**src/rtl/sitcpxg_tx_ch_mux_if.sv**
```systemverilog
// Channel-side streams and SiTCP TX-side signals of the N-channel merger.
// The master modport is the merger; the slave modport is its environment.
interface sitcpxg_tx_ch_mux_if #(
    parameter int unsigned N_CH = 4
);
    logic                 USER_SESSION_ESTABLISHED;
    logic                 USER_TX_AFULL;
    logic [64*N_CH-1:0]   CH_D;
    logic [4*N_CH-1:0]    CH_B;
    logic [N_CH-1:0]      CH_LAST;
    logic [N_CH-1:0]      CH_VALID;
    logic [N_CH-1:0]      CH_READY;
    logic [63:0]          USER_TX_D;
    logic [3:0]           USER_TX_B;
    logic [3:0]           CUR_CH;

    modport master (
        input  USER_SESSION_ESTABLISHED, USER_TX_AFULL, CH_D, CH_B, CH_LAST, CH_VALID,
        output CH_READY, USER_TX_D, USER_TX_B, CUR_CH
    );

    modport slave (
        output USER_SESSION_ESTABLISHED, USER_TX_AFULL, CH_D, CH_B, CH_LAST, CH_VALID,
        input  CH_READY, USER_TX_D, USER_TX_B, CUR_CH
    );
endinterface

```
**src/rtl/sitcpxg_tx_ch_mux.sv**
```systemverilog
// Round-robin merger of N 64-bit user streams onto the SiTCPXG TX port.
// Every burst is prefixed by a header carrying channel, sequence number and start-of-frame.
module sitcpxg_tx_ch_mux #(
    parameter int unsigned N_CH      = 4,
    parameter int unsigned MAX_BURST = 256,
    parameter logic [15:0] HDR_MAGIC = 16'hA55A
) (
    input  logic                 XGMII_CLOCK,
    input  logic                 RSTs,
    sitcpxg_tx_ch_mux_if.master  bus
);
    localparam int unsigned CW = (N_CH > 1) ? $clog2(N_CH) : 1;
    localparam int unsigned BW = $clog2(MAX_BURST + 1);
    localparam logic [BW-1:0] BURST_END = BW'(MAX_BURST - 1);

    localparam logic [1:0] S_IDLE = 2'd0;
    localparam logic [1:0] S_HDR  = 2'd1;
    localparam logic [1:0] S_DATA = 2'd2;

    logic [1:0]      state, state_nxt;
    logic [CW-1:0]   cur, cur_nxt;
    logic [CW-1:0]   ptr, ptr_nxt;
    logic [BW-1:0]   bcnt, bcnt_nxt;
    logic [7:0]      seq     [N_CH];
    logic [7:0]      seq_nxt [N_CH];
    logic [N_CH-1:0] mid, mid_nxt;
    logic [63:0]     tx_d, tx_d_nxt;
    logic [3:0]      tx_b, tx_b_nxt;

    logic [63:0]     ch_d [N_CH];
    logic [3:0]      ch_b [N_CH];
    logic [3:0]      cur_b;
    logic            go;
    logic            accept;
    logic            found;
    logic [CW-1:0]   pick;
    logic [CW-1:0]   idx;

    always_comb begin
        for (int k = 0; k < N_CH; k++) begin
            ch_d[k] = bus.CH_D[64*k +: 64];
            ch_b[k] = bus.CH_B[4*k +: 4];
        end
    end

    assign go     = bus.USER_SESSION_ESTABLISHED & ~bus.USER_TX_AFULL;
    assign accept = (state == S_DATA) & go & bus.CH_VALID[cur];
    assign cur_b  = (ch_b[cur] > 4'd8) ? 4'd8 : ch_b[cur];

    // First requester at or after ptr, wrapping; ptr is one past the last grant.
    always_comb begin
        found = 1'b0;
        pick  = '0;
        idx   = '0;
        for (int i = 0; i < N_CH; i++) begin
            idx = CW'((32'(ptr) + 32'(i)) % N_CH);
            if (!found && bus.CH_VALID[idx]) begin
                found = 1'b1;
                pick  = idx;
            end
        end
    end

    // READY follows go directly so backpressure stops transfers in the same cycle.
    always_comb begin
        bus.CH_READY = '0;
        if (state == S_DATA && go) begin
            bus.CH_READY[cur] = 1'b1;
        end
    end

    always_comb begin
        state_nxt = state;
        cur_nxt   = cur;
        ptr_nxt   = ptr;
        bcnt_nxt  = bcnt;
        seq_nxt   = seq;
        mid_nxt   = mid;
        tx_d_nxt  = tx_d;
        tx_b_nxt  = 4'd0;
        if (!bus.USER_SESSION_ESTABLISHED) begin
            // A closed session forgets all framing so the host restarts cleanly.
            state_nxt = S_IDLE;
            mid_nxt   = '0;
            for (int k = 0; k < N_CH; k++) begin
                seq_nxt[k] = 8'd0;
            end
        end else begin
            case (state)
                S_IDLE: begin
                    if (found) begin
                        cur_nxt   = pick;
                        ptr_nxt   = CW'((32'(pick) + 32'd1) % N_CH);
                        state_nxt = S_HDR;
                    end
                end
                S_HDR: begin
                    if (go) begin
                        tx_d_nxt     = {HDR_MAGIC, 4'b0, 4'(cur), seq[cur], ~mid[cur], 31'b0};
                        tx_b_nxt     = 4'd8;
                        seq_nxt[cur] = seq[cur] + 8'd1;
                        bcnt_nxt     = '0;
                        state_nxt    = S_DATA;
                    end
                end
                S_DATA: begin
                    if (accept) begin
                        tx_d_nxt = ch_d[cur];
                        tx_b_nxt = cur_b;
                        bcnt_nxt = bcnt + 1'b1;
                        if (bus.CH_LAST[cur]) begin
                            mid_nxt[cur] = 1'b0;
                            state_nxt    = S_IDLE;
                        end else if (bcnt == BURST_END) begin
                            mid_nxt[cur] = 1'b1;
                            state_nxt    = S_IDLE;
                        end
                    end
                end
                default: state_nxt = S_IDLE;
            endcase
        end
    end

    always_ff @(posedge XGMII_CLOCK or posedge RSTs) begin
        if (RSTs) begin
            state <= S_IDLE;
            cur   <= '0;
            ptr   <= '0;
            bcnt  <= '0;
            mid   <= '0;
            tx_d  <= '0;
            tx_b  <= '0;
            for (int k = 0; k < N_CH; k++) begin
                seq[k] <= 8'd0;
            end
        end else begin
            state <= state_nxt;
            cur   <= cur_nxt;
            ptr   <= ptr_nxt;
            bcnt  <= bcnt_nxt;
            mid   <= mid_nxt;
            tx_d  <= tx_d_nxt;
            tx_b  <= tx_b_nxt;
            seq   <= seq_nxt;
        end
    end

    assign bus.USER_TX_D = tx_d;
    assign bus.USER_TX_B = tx_b;
    assign bus.CUR_CH    = 4'(cur);
endmodule

```
**src/flat_wrapper.sv**
```systemverilog
// flat-port wrapper written by rule: the top's interface ports become plain ports
module sitcpxg_tx_ch_mux_flat 
#(
    parameter int unsigned N_CH      = 4,
    parameter int unsigned MAX_BURST = 256,
    parameter logic [15:0] HDR_MAGIC = 16'hA55A
)
  (XGMII_CLOCK, RSTs, bus_USER_SESSION_ESTABLISHED, bus_USER_TX_AFULL, bus_CH_D, bus_CH_B, bus_CH_LAST, bus_CH_VALID, bus_CH_READY, bus_USER_TX_D, bus_USER_TX_B, bus_CUR_CH);
  sitcpxg_tx_ch_mux_if #(.N_CH(N_CH)) bus_i ();
  input  logic XGMII_CLOCK;
  input  logic RSTs;
  input wire logic [$bits(bus_i.USER_SESSION_ESTABLISHED)-1:0] bus_USER_SESSION_ESTABLISHED;
  input wire logic [$bits(bus_i.USER_TX_AFULL)-1:0] bus_USER_TX_AFULL;
  input wire logic [$bits(bus_i.CH_D)-1:0] bus_CH_D;
  input wire logic [$bits(bus_i.CH_B)-1:0] bus_CH_B;
  input wire logic [$bits(bus_i.CH_LAST)-1:0] bus_CH_LAST;
  input wire logic [$bits(bus_i.CH_VALID)-1:0] bus_CH_VALID;
  output wire logic [$bits(bus_i.CH_READY)-1:0] bus_CH_READY;
  output wire logic [$bits(bus_i.USER_TX_D)-1:0] bus_USER_TX_D;
  output wire logic [$bits(bus_i.USER_TX_B)-1:0] bus_USER_TX_B;
  output wire logic [$bits(bus_i.CUR_CH)-1:0] bus_CUR_CH;
  assign bus_i.USER_SESSION_ESTABLISHED = bus_USER_SESSION_ESTABLISHED;
  assign bus_i.USER_TX_AFULL = bus_USER_TX_AFULL;
  assign bus_i.CH_D = bus_CH_D;
  assign bus_i.CH_B = bus_CH_B;
  assign bus_i.CH_LAST = bus_CH_LAST;
  assign bus_i.CH_VALID = bus_CH_VALID;
  assign bus_CH_READY = bus_i.CH_READY;
  assign bus_USER_TX_D = bus_i.USER_TX_D;
  assign bus_USER_TX_B = bus_i.USER_TX_B;
  assign bus_CUR_CH = bus_i.CUR_CH;
  sitcpxg_tx_ch_mux #(.N_CH(N_CH), .MAX_BURST(MAX_BURST), .HDR_MAGIC(HDR_MAGIC)) u_core (.XGMII_CLOCK(XGMII_CLOCK), .RSTs(RSTs), .bus(bus_i));
endmodule
```
**config.mk**
```make
export PLATFORM = sky130hd
export DESIGN_NAME = sitcpxg_tx_ch_mux_flat
export DESIGN_NICKNAME = d
export VERILOG_FILES = /design/src/rtl/sitcpxg_tx_ch_mux_if.sv /design/src/rtl/sitcpxg_tx_ch_mux.sv /design/src/flat_wrapper.sv
export SDC_FILE = /design/constraint.sdc
export NUM_CORES = 1
export LEC_CHECK = 0
export ABC_CLOCK_PERIOD_IN_PS = 5850
export CAP_MARGIN = 15
export CELL_PAD_IN_SITES_DETAIL_PLACEMENT = 1
export CELL_PAD_IN_SITES_GLOBAL_PLACEMENT = 2
export CORE_AREA = 3 3 138 140
export CTS_CLUSTER_DIAMETER = 100
export DETAILED_ROUTE_END_ITERATION = 8
export DIE_AREA = 0 0 141 143
export DONT_BUFFER_PORTS = 1
export HOLD_SLACK_MARGIN = 0.02
export PLACE_DENSITY_LB_ADDON = 0.1
export SLEW_MARGIN = 20
export SYNTH_ARGS = -nofsm -noshare
export SYNTH_HDL_FRONTEND = slang
export SYNTH_SLANG_ARGS = --single-unit
```
**constraint.sdc**
```tcl
create_clock -name XGMII_CLOCK -period 5.85 [get_ports XGMII_CLOCK]
set_clock_uncertainty 0.2 [all_clocks]
set_input_delay 1.17 -clock XGMII_CLOCK [delete_from_list [all_inputs] [get_ports XGMII_CLOCK]]
set_output_delay 1.17 -clock XGMII_CLOCK [all_outputs]
set_load 0.02 [all_outputs]
```
Word-level counts from Yosys, hierarchy flattened --
Index checks and enable logic that the tools add are counted.
Storage, ports and cells: register bits after elaboration 119, input port bits 284
Operators by class: equality and inequality tests 14, mux-type cells 63, bitwise operators 9, add/sub/neg operators 6, $lt $le $gt $ge 9, reduce and logical (&&, ||, !) cells 16
Operator list (number):
- 64-bit two-way mux | 4
- 64-bit binary-select mux with 2-bit select | 1
- 64-bit one-hot mux with 2 select lines | 1
- 32-bit two-way mux | 3
- 4-bit two-way mux | 12
- 32-bit bitwise mux | 1
- 8-bit two-way mux | 3
- 2-bit two-way mux | 10
- 9-bit two-way mux | 2
- 9-bit one-hot mux with 2 select lines | 1
- 8-bit binary-select mux with 2-bit select | 1
- 8-bit demux with 2-bit select | 1
- 2-bit by 3-bit less-than comparator with 1-bit output (second input constant) | 5
- 1-bit binary-select mux with 2-bit select | 7
- 1-bit two-way mux | 12
- 2-bit by 1-bit inequality test with 1-bit output (second input constant) | 6
- 9-bit by 1-bit adder with 9-bit output (second input constant) | 1
- 9-bit by 8-bit equality test with 1-bit output (second input constant) | 1
- 3-bit by 2-bit inequality test with 1-bit output (second input constant) | 3
- 8-bit by 1-bit adder with 8-bit output (second input constant) | 1
- 4-bit binary-select mux with 2-bit select | 1
- 4-bit one-hot mux with 2 select lines | 1
- 4-bit AND reduction | 2
- 1-bit logical AND | 6
- other kinds (23) | 31

Depth between registers and ports, before layout --
depth after elaboration 15, depth in mapped cells 10, gate-level depth less buffers 7

Worst setup path after synthesis --
Ideal clock, no wire load.
path type input to output, start input port bus_USER_SESSION_ESTABLISHED, end output port bus_CH_READY[2], path buffers 2, cell stages on the path 4, arrival time 2.435 ns, slack 2.045 ns, path through clkbuf_1 > clkbuf_1 > nand2_1 > nor4_1
Between the ends: longest elaborated chain between the ends 3
Ends and longest elaborated chain:
- from (decl) | line flat_wrapper.sv:12 | input wire logic [$bits(bus_i.USER_SESSION_ESTABLISHED)-1:0] bus_USER_SESSION_ESTABLISHED;
- 1-bit AND | line sitcpxg_tx_ch_mux.sv:46 | assign go = bus.USER_SESSION_ESTABLISHED & ~bus.USER_TX_AFULL;
- 1-bit logical AND | line sitcpxg_tx_ch_mux.sv:67 | if (state == S_DATA && go) begin
- 4-bit two-way mux | line sitcpxg_tx_ch_mux.sv:67
- to (decl) | line flat_wrapper.sv:18 | output wire logic [$bits(bus_i.CH_READY)-1:0] bus_CH_READY;
Every way passes these cells.

Worst setup path after layout --
start register u_core.state[0], end output port bus_CH_READY[2]
Between the ends: longest elaborated chain between the ends 3
Ends and longest elaborated chain:
- from (decl) | line sitcpxg_tx_ch_mux.sv:20 | logic [1:0] state, state_nxt;
- from (signal assigned) | line sitcpxg_tx_ch_mux.sv:138 | state <= state_nxt;
- 2-bit equality test | line sitcpxg_tx_ch_mux.sv:67
- 1-bit logical AND | line sitcpxg_tx_ch_mux.sv:67
- 4-bit two-way mux | line sitcpxg_tx_ch_mux.sv:67
Every way passes these cells.

==> results.yml <==
sta:
  setup_violations: 0
  max_slew_margin_pct: 34.2
  rsz0062_at_grt: "no"
  setup_tns_ns: 0
  hold_slack_ns: 0.278
  fin_crit_ns: 4.01
  drv_slew: 0
  finalHoldViolCount: 0
  fin_crit_sh_pct: 68.5
  fin_ws_ns: 1.84
  tightestPinTransition_ns: 0.979
  max_freq_ghz: 0.250
die:
  die_w_um: 141
  fp.dieH_um: 143
  std_cell_rows: 49
  start_util_pct: 37.9
  fp.coreArea_sq_um: 18000
  die_area_sq_um: 20200
  ios: 360
worst_setup_path:
  crit_arrival_ns: 2.64
  r2r_end: "u_core.bcnt[7]"
  critPathLaunchType: "flip-flop"
  r2r_start: "u_core.state[0]"
  path_class: "reg -> out"
  crit_required_ns: 4.48
  crit_fanout: 18
  r2r_slack_ns: 2.59
  worst_setup_path_end_kind: "primary output"
  r2r_cells: 7
global_routing:
  antenna_found_initial: 7
  grtUsageTotal_pct: 22.8
  grt_start_max_net_pins: 86
  overflow: 0
  grt_pass1_vias: 5260
  grt_pass1_wl_um: 34100
pwr:
  powerDensity_nw_per_um2: 447
  ir_worst_vdd_v: 0.000271
  total_power_mw: 3.41
  total_leakage_power_nw: 3.03
routing:
  drtAntennaViolNets: 0
  totalWireLength_um: 23800
  num_vias: 4972
  wl_per_cell_um: 30.4
  drc_errors: 0
  via_per_inst: 6.34
  drt_pass1_iterations: 4
  drt_first_iter_violations: 251
clocking:
  cts_resized: 0
  clockBufferDepth: 2
  cts.clk_slew.worst_paths_ns: 0.06
  cts_num_sinks: 119
  cts_setup_buffers: 0
  clock-root-buffer: "clkbuf_16"
  htree_num_levels: 4
  clk_latency_ns: 0.41
  cts_made_buffers: 17
  cts_tree: "built"
  hold_buffers: 0
logic_synthesis:
  async_flop_share_pct: 100
  synth_area_sq_um: 6810
  synth-edff-count: 0
  synth_area_leaders: "dfrtp_1 (44%), mux4_2 (26%), a22o_1 (5.7%), nand2_1 (4.2%), o21ai_0 (2.9%)"
  ys.flop_type: "dfrtp_1"
  ys_seq_area_share_pct: 43.7
  ys_ff_latch: 119
  synth.largest_area_cell: "dfrtp_1"
  synth_cell_types: 45
  syn_area_per_cell_sq_um: 12.2
  synth_cells: 556
  yosys_warnings: 0
  synth_top_area_share_pct: 43.7
final_layout:
  n_fill_cell: 1870
  area_growth_pct: 11.9
  drive_above_1_share_pct: 22.2
  final_util_pct: 42.4
  nets: 827
min_path:
  hp-start: "u_core.seq[30]"
  hold-path-cell-count: 2
  hold_path_end: "u_core.seq[30]"
  hold_path_class: "reg -> reg"
place:
  dp_hpwl_um: 17700
  place.gp.congestion: 0.985
  place_ws_ns: 2.11
  numPortBuffers: 0
outcome:
  outcome: "finished clean"
flow_run:
  maxCapViolCount: 0
## how the worst max path moves through the flow
stage,from,endpoint,slack [ns],cells after the start
after floorplan,RSTs,u_core.bcnt[0],1.32,1
after global placement,u_core.cur[1],bus_CH_READY[2],2.17,2
after detailed placement,u_core.cur[1],bus_CH_READY[2],2.11,2
after CTS,u_core.cur[1],bus_CH_READY[2],1.65,2
after global routing,u_core.state[0],bus_CH_READY[2],1.64,4
final,u_core.state[0],bus_CH_READY[2],1.84,4
## stage by stage
step                      instance area (sq um)  cells
after global routing                       7620    783
final                                      7620    784
after CTS                                  7570    777
after global placement                     6920    745
after floorplan                            6810    557
after detailed placement                   6920    745
## metal layers
layer	share of wire [%]	GRT usage [%]	wire length (um)
met1	39	27.7	9350
met4	2.3	8.98	538
met2	51	37.8	12100
met3	7.5	7.17	1780
met5	0.096	1.67	23
## worst max-delay path, stage by stage (launching register included)
cell	delay (ns)
dfrtp_1	0.41
inv_1	0.13
ha_1	0.71
nand2_1	0.19
nor4_1	0.78
## flip-flops by register name, indices dropped and copies added, names as in the netlist
signal and count:
u_core.seq 32, u_core.state 2, u_core.cur 2, u_core.bcnt 9, u_core.bus.USER_TX_D 64, u_core.bus.USER_TX_B 4, u_core.mid 4, u_core.ptr 2
## report_power, final
part | switching [mW] | internal (mW)
Sequential | 0.295 | 0.919
Combinational | 0.491 | 0.537
Clock | 0.403 | 0.761
## final cells by class
cell class | count | area [sq um] | share of cell area (%)
clock buffers | 18 | 429 | 5.63
inverters | 12 | 50.0 | 0.657
diodes | 6 | 15.0 | 0.197
repair buffers | 4 | 42.5 | 0.558
clock inverters | 14 | 223 | 2.92
flip-flops and latches | 119 | 2990 | 39.2
well taps | 229 | 287 | 3.76
multi-input cells | 382 | 3590 | 47.1
## synth_stat cells (2+ instances only)
cell type  number
a22o_1         44
buf_2          20
nor3_1          8
a31oi_1        10
mux4_2         78
or4_1           2
xor2_1          3
a21oi_1        17
and4_1          2
xnor2_1         8
and2_1          4
buf_1           3
o211a_1         4
and3_1          2
a21o_1          2
nor2_1         22
a21boi_1        4
nand2b_1        2
o22ai_1         2
nor2b_1         4
buf_6           2
o22a_1          7
nand3_1        11
clkbuf_1       16
nand2_1        76
ha_1            7
o21ai_0        40
nand4_1         5
o211ai_1        2
mux2i_1         2
inv_1          12
dfrtp_1       119
buf_4           3
o221ai_1        2
## cells in the final DEF, fill, tap and decap left out, types with 3 or more instances in the layout
master / Yosys / layout
mux4_2: 78 / 78
nor2b_1: 4 / 4
inv_6: 0 / 4
nand4_1: 5 / 5
buf_4: 3 / 3
o21ai_0: 40 / 40
xnor2_1: 8 / 8
bufinv_16: 0 / 5
a21oi_1: 17 / 16
and2_1: 4 / 4
diode_2: 0 / 6
nand3_1: 11 / 11
a31oi_1: 10 / 10
dfrtp_1: 119 / 117
clkbuf_16: 0 / 17
xor2_1: 3 / 3
nand2_1: 76 / 76
clkinv_4: 0 / 3
a22o_1: 44 / 44
a21boi_1: 4 / 4
o211a_1: 4 / 4
o22a_1: 7 / 7
nor3_1: 8 / 8
nor2_1: 22 / 22
ha_1: 7 / 7
inv_1: 12 / 11
## cells by family (layout without fill, tap and decap cells)
group / count (synthesis) / after routing / share of synthesized area, %
adder cells (fa/ha/maj): 7 / 7 / 1.29
AND/OR/NAND/NOR: 141 / 141 / 9.11
XOR/XNOR: 11 / 11 / 1.41
multiplexers: 81 / 81 / 26.3
AO/OA/AOI/OAI: 140 / 140 / 14.3
flip-flops: 119 / 119 / 43.7
other: 1 / 8 / 0.0551
buffers and inverters: 56 / 48 / 3.84
Power figures use the tool's default switching activity.
